### config.mk
export PLATFORM = sky130hd
export DESIGN_NAME = mips_mc_ctrl
export DESIGN_NICKNAME = d
export VERILOG_FILES = /design/src/rtl/mips_mc_ctrl.sv
export SDC_FILE = /design/constraint.sdc
export NUM_CORES = 1
export LEC_CHECK = 0
export ABC_AREA = 1
export CAP_MARGIN = 30
export CORE_MARGIN = 2
export CORE_UTILIZATION = 51
export CTS_CLUSTER_DIAMETER = 80
export DETAILED_ROUTE_END_ITERATION = 7
export PLACE_DENSITY = 0.85
export SYNTH_ARGS = -nofsm -noshare
export SYNTH_HDL_FRONTEND = slang
export SYNTH_SLANG_ARGS = --single-unit
export TNS_END_PERCENT = 20
### constraint.sdc
create_clock -name clk -period 3.47 [get_ports clk]
set_clock_uncertainty 0.2 [all_clocks]
set_input_delay 0.5205 -clock clk [delete_from_list [all_inputs] [get_ports clk]]
set_output_delay 0.5205 -clock clk [all_outputs]
set_load 0.01 [all_outputs]
### src/rtl/mips_mc_ctrl.sv
// mips_mc_ctrl: multicycle MIPS control FSM (fetch/decode/lw/sw/R/beq/addi/j) with memory wait timeout
//   in : clk, rst (async, active high), opcode[5:0], funct[5:0], zero, mem_ready
//   out: pc_en, pc_src[1:0], iord, mem_rd, mem_wr, ir_wr, reg_wr, reg_dst, mem_to_reg,
//        alu_src_a, alu_src_b[1:0], alu_op[1:0], state[3:0], instr_done, err
module mips_mc_ctrl #(
  parameter int MEM_TIMEOUT = 15
) (
  input  logic       clk,
  input  logic       rst,
  input  logic [5:0] opcode,
  input  logic [5:0] funct,
  input  logic       zero,
  input  logic       mem_ready,
  output logic       pc_en,
  output logic [1:0] pc_src,
  output logic       iord,
  output logic       mem_rd,
  output logic       mem_wr,
  output logic       ir_wr,
  output logic       reg_wr,
  output logic       reg_dst,
  output logic       mem_to_reg,
  output logic       alu_src_a,
  output logic [1:0] alu_src_b,
  output logic [1:0] alu_op,
  output logic [3:0] state,
  output logic       instr_done,
  output logic       err
);
  typedef enum logic [3:0] {
    FETCH = 4'd0, DECODE = 4'd1, MEMADR = 4'd2, MEMRD = 4'd3, MEMWB = 4'd4, MEMWR = 4'd5,
    EXEC = 4'd6, ALUWB = 4'd7, BRANCH = 4'd8, ADDIEX = 4'd9, ADDIWB = 4'd10, JUMP = 4'd11,
    ERR = 4'd15
  } state_t;
  localparam logic [5:0] OP_R = 6'b000000, OP_LW = 6'b100011, OP_SW = 6'b101011,
                         OP_BEQ = 6'b000100, OP_ADDI = 6'b001000, OP_J = 6'b000010;
  state_t cur, nxt;
  logic [7:0] wcnt;
  logic wait_st, tmo;
  // funct only feeds the external ALU decoder
  logic unused_funct;
  assign unused_funct = ^funct;
  assign state = cur;
  assign wait_st = (cur == FETCH) || (cur == MEMRD) || (cur == MEMWR);
  // a ready cycle always wins over a timeout in the same cycle
  assign tmo = wait_st && !mem_ready && (wcnt == 8'(MEM_TIMEOUT));
  always_ff @(posedge clk or posedge rst) begin
    if (rst) begin
      cur  <= FETCH;
      wcnt <= '0;
    end else begin
      cur  <= nxt;
      wcnt <= (nxt != cur) ? '0 : (wait_st && !mem_ready) ? wcnt + 8'd1 : wcnt;
    end
  end
  always_comb begin
    nxt = cur;
    case (cur)
      FETCH:  nxt = mem_ready ? DECODE : tmo ? ERR : FETCH;
      DECODE: nxt = (opcode == OP_R) ? EXEC :
                    (opcode == OP_LW || opcode == OP_SW) ? MEMADR :
                    (opcode == OP_BEQ) ? BRANCH :
                    (opcode == OP_ADDI) ? ADDIEX :
                    (opcode == OP_J) ? JUMP : ERR;
      MEMADR: nxt = (opcode == OP_SW) ? MEMWR : MEMRD;
      MEMRD:  nxt = mem_ready ? MEMWB : tmo ? ERR : MEMRD;
      MEMWR:  nxt = mem_ready ? FETCH : tmo ? ERR : MEMWR;
      EXEC:   nxt = ALUWB;
      ADDIEX: nxt = ADDIWB;
      MEMWB, ALUWB, BRANCH, ADDIWB, JUMP: nxt = FETCH;
      default: nxt = ERR;
    endcase
  end
  // outputs are held low while rst is asserted so no strobe leaks during reset
  always_comb begin
    pc_en      = 1'b0;
    pc_src     = 2'd0;
    iord       = 1'b0;
    mem_rd     = 1'b0;
    mem_wr     = 1'b0;
    ir_wr      = 1'b0;
    reg_wr     = 1'b0;
    reg_dst    = 1'b0;
    mem_to_reg = 1'b0;
    alu_src_a  = 1'b0;
    alu_src_b  = 2'd0;
    alu_op     = 2'd0;
    instr_done = 1'b0;
    err        = 1'b0;
    if (!rst) begin
      case (cur)
        FETCH: begin
          mem_rd    = 1'b1;
          alu_src_b = 2'd1;
          ir_wr     = mem_ready;
          pc_en     = mem_ready;
        end
        DECODE: alu_src_b = 2'd3;
        MEMADR: begin
          alu_src_a = 1'b1;
          alu_src_b = 2'd2;
        end
        MEMRD: begin
          mem_rd = 1'b1;
          iord   = 1'b1;
        end
        MEMWB: begin
          reg_wr     = 1'b1;
          mem_to_reg = 1'b1;
          instr_done = 1'b1;
        end
        MEMWR: begin
          mem_wr     = 1'b1;
          iord       = 1'b1;
          instr_done = mem_ready;
        end
        EXEC: begin
          alu_src_a = 1'b1;
          alu_op    = 2'd2;
        end
        ALUWB: begin
          reg_wr     = 1'b1;
          reg_dst    = 1'b1;
          instr_done = 1'b1;
        end
        BRANCH: begin
          alu_src_a  = 1'b1;
          alu_op     = 2'd1;
          pc_src     = 2'd1;
          pc_en      = zero;
          instr_done = 1'b1;
        end
        ADDIEX: begin
          alu_src_a = 1'b1;
          alu_src_b = 2'd2;
        end
        ADDIWB: begin
          reg_wr     = 1'b1;
          instr_done = 1'b1;
        end
        JUMP: begin
          pc_en      = 1'b1;
          pc_src     = 2'd2;
          instr_done = 1'b1;
        end
        default: err = 1'b1;
      endcase
    end
  end
endmodule

# Word level (Yosys, flattened, before mapping)
# Index checks and enable logic that the tools add are counted.
[classes]
n_addsub = 1
n_eq_ne = 18
mux = 43
n_reduce_logical = 16
[op_table]
columns = ["op", "n"]
rows = [
  ["$mux 4", 8],
  ["$pmux 4 s8", 1],
  ["$mux 1", 20],
  ["$eq 4x3->1 const B", 4],
  ["$eq 4x4->1 const B", 4],
  ["$mux 8", 2],
  ["$eq 6x6->1 const B", 2],
  ["$mux 3", 4],
  ["$reduce_or 12->1", 1],
  ["$add 8x1->8 const B", 1],
  ["$eq 4x2->1 const B", 2],
  ["$eq 8x4->1 const B", 1],
  ["$pmux 2 s2", 2],
  ["$eq 6x2->1 const B", 1],
  ["$eq 6x3->1 const B", 1],
  ["$eq 6x4->1 const B", 1],
  ["$logic_not 6->1", 1],
  ["$mux 2", 3],
  ["$pmux 2 s3", 1],
  ["$reduce_or 2->1", 3],
  ["$reduce_or 5->1", 1],
  ["$eq 4x1->1 const B", 1],
  ["$logic_not 4->1", 1],
  ["$ne 4x4->1", 1],
  ["other kinds (8)", 11],
]
[totals]
regBits = 12
out_inout_bits = 21

# Logic depth before layout (Yosys ltp)
[logic_depth]
ltp_word = 10
depth_mapped = 13
depth_no_buf = 13

# Worst setup path before layout
# OpenSTA, ideal clock, no wires.
[synth_timing]
path_kind = "register to output"
start = "register cur[1], in the netlist state[1]"
end = "output pc_src[0]"
arrival_ns = 1.381
required_time_ns = 2.749
setup_slack_ns = 1.368
stages_incl_launch_ff = 7
path_cell_list = "dfrtp_1 > nor2_1 > inv_1 > nor2_1 > inv_1 > nor2_1 > buf_4"
[synth_via]
elab_chain_len = 3
elab_cells_between_ends = 4
[synth_rtl]
columns = ["item", "line_no", "source"]
rows = [
  ["from (decl)", "37", "state_t cur, nxt;"],
  ["from (signal assigned)", "52", "cur <= nxt;"],
  ["$eq 4x4->1", "91", "case (cur)"],
  ["$pmux 2 s2 *", "91", ""],
  ["$mux 2 *", "90", "if (!rst) begin"],
  ["to (decl)", "15", "output logic [1:0] pc_src,"],
]
# Mark *: on every way between the ends. The rest lies on a longest branch, timed or not.

# Worst setup path in the final report
[layout_timing]
start = "register cur[0], in the netlist state[0]"
end = "output instr_done"
[layout_via]
elab_chain_len = 4
elab_cells_between_ends = 9
[layout_rtl]
columns = ["item", "line_no", "source"]
rows = [
  ["$eq 4x3->1 or $eq 4x4->1 (tied branches)", "91", ""],
  ["$reduce_or 5->1 (no source line)", "n/a", ""],
  ["$pmux 1 s2 *", "91", ""],
  ["$mux 1 *", "90", ""],
  ["to (decl)", "27", "output logic instr_done,"],
]
# Marks and branches as above.

==> run metrics <==
CTS H-Tree Depth=1; Via Count=1344; Setup crit end kind=primary output; final worst slack=0.566 ns; Post-synth EDFFs=0; total wire length=3050 um; vias in the first global route=1170; routed len/inst=11.9 um; TritonCTS Buffers=3; Initial Utilization=55.1%; leading area contributor after synthesis=dfrtp_1; Tmin final=2.90 ns; filler cell count=195; initial antenna violation count=0; Hold Slack=0.375 ns; Compound-Gate Fraction of Synth Area=5.39%; worst slack, placed=0.689 ns; Reg2Reg Depth=11; clock latency on the worst-skew pair=0.27 ns; synthesized area=1250 um2; share of total power in the clock network=39.6%; Worst Path Class, Setup=reg -> out; share of cells above drive strength 1=19.7%; core area=2280 um2; vias per inst=5.23; final hold violation count=0; Post-Synthesis Cells=197; FF+latch count, synth=12; logic gate share of total power=10.6%; Worst Path Arrival=2.18 ns; nets=247; Post-CTS Setup Inserts=0; routability cong.=0.916; worst-margin pin slew=0.513 ns; Max transition margin=65.7%; initial DRC count=36; Multi-input gate area=811 um2; die width=53.6 um; WHS Path Cells=2; YS warnings=0; Top FF cell, synth=dfrtp_1; post_cts resized=0; FF+latch area=300 um2; top cells by instance count after synthesis=nand2_1, nor2_1, inv_1, nand3_1, nor2_2; mux share of post-synthesis cell area=0%; TritonCTS clock tree=built; status=completed; row count=17; DIE AREA=2870 um2; Yosys top cell area share=24.0%; worst hold path type=reg -> reg; CP Data Required Time=2.75 ns; Root Driver=clkbuf_4; Max Fclk=344 MHz; synthesized-area fraction occupied by adder cells=0.998%; Final ANT Viol Nets=0; DRC errors left=0; Synth Area per Inst=6.36 um2; Slew Viols, Final=0; sw frac=22.5%; pin count of the biggest net entering global routing=17; CTS Hold Buffers Added=0; XOR/XNOR Fraction of Synth Area=4.89%; sequential power share=49.9%; Cell variety after synth=26; async set-reset flop share out of synthesis=100%; Setup TNS Final=0 ns; First-pass DRT Iterations=4; first-pass GRT wire length=5040 um; Layout area overhead=29.0%; leading post-synthesis cells by cell area=dfrtp_1, nand2_1, nor2_1; RSZ-0062 raised after global routing=false; Cell Int Power=0.217 mW; net switching power=0.0630 mW; Max Cap Viol=0; worst-path fanout max=7; I/O pin cnt=37; largest family of logic cells by synthesized area=simple AND/OR/NAND/NOR gates; area fraction in and, or, nand and nor cells after synthesis=53.4%; clock slew seen by the registers of the worst setup and hold paths=0.07 ns; register area share after synthesis=24.0%; # diodes=0; PwrDens=173 nW/um2; GRT Overall Usage=23.6%; GRT Residual Overflow=0; placed cell area=1580 um2; Setup Viol. Count Final=0; period utilization=83.7%; CTS max path bufs=2; die height=53.6 um; Max VDD drop=0.000174 V; leakage=0.823 nW; CP startpoint kind=register; CTS sink cnt=12; IO Port Bufs=30; most frequent cell after synthesis=nand2_1; final instance area=1620 um2; net count after synthesis=214; DP HPWL=2550 um
[final cells by class]
type	count	share of cell area, %
timing repair buffer	31	19.0
sequential	12	18.6
tap	28	2.17
inverter	34	7.89
clock buffer	4	2.24
multi-input combinational	148	50.1
[kinds of logic after synthesis]
logic type	after synthesis
compound gates	11
xor+xnor	7
fa+ha+maj	1
buf+inv	37
flops	12
simple gates	129
[power by group through the flow]
stage	clock network [mW]	logic [mW]	registers (mW)
floorplan	0	0.0128	0.142
finish	0.111	0.0295	0.140
detailed placement	0	0.0296	0.142
CTS	0.113	0.0297	0.140
global route	0.120	0.0332	0.140
global placement	0	0.0288	0.142
[path summary, 6_finish.rpt]
check                          from         end  slack (ns)
max in group asynchronous       rst    state[2]        2.14
min reg2reg                 wcnt[7]     wcnt[7]        0.38
min                         wcnt[7]     wcnt[7]        0.38
max                        state[0]  instr_done        0.57
min in group asynchronous       rst     wcnt[0]        0.78
max reg2reg                 wcnt[0]     wcnt[2]        1.40
[worst max-delay path, cell delays in order (launching register included)]
cell and delay [ns]:
dfrtp_1 0.48, nor2_1 0.31, inv_1 0.11, nor2_1 0.20
nor2_1 0.07, a41oi_1 0.16, clkdlybuf4s50_1 0.57
[routing by layer]
metal  wire [um]  global-route usage, %  vias up
met5           0                      0        -
li1            -                      -      675
met1        1310                   30.5      619
met2        1540                   41.8       48
met4          16                   3.42        0
met3         192                   4.44        2
[stage by stage]
step | power (mW) | util [%] | cells
final | 0.280 | 71.1 | 257
after floorplan | 0.155 | - | 197
after global placement | 0.171 | 69.5 | 253
after CTS | 0.282 | 71.1 | 257
after global routing | 0.293 | 71.1 | 257
after detailed placement | 0.172 | 69.5 | 253
[registers in the layout, summed over array words and instances, names as in the netlist]
register,count
wcnt,8
state,4
[placed cells by master (no fill, tap or decap), drive strengths merged]
master         synthesis  layout
a21oi                  5       5
a31oi                  2       2
a41oi                  1       1
buf                    1       1
clkbuf                 2       4
clkdlybuf4s50          0      30
clkinv                 1       1
dfrtp                 12      12
ha                     1       1
inv                   33      33
nand2                 54      54
nand3                 19      19
nand4                  5       5
nor2                  48      48
nor3                   3       3
o211ai                 1       1
o21ai                  2       2
xor2                   7       7
Power figures use the tool's default switching activity.
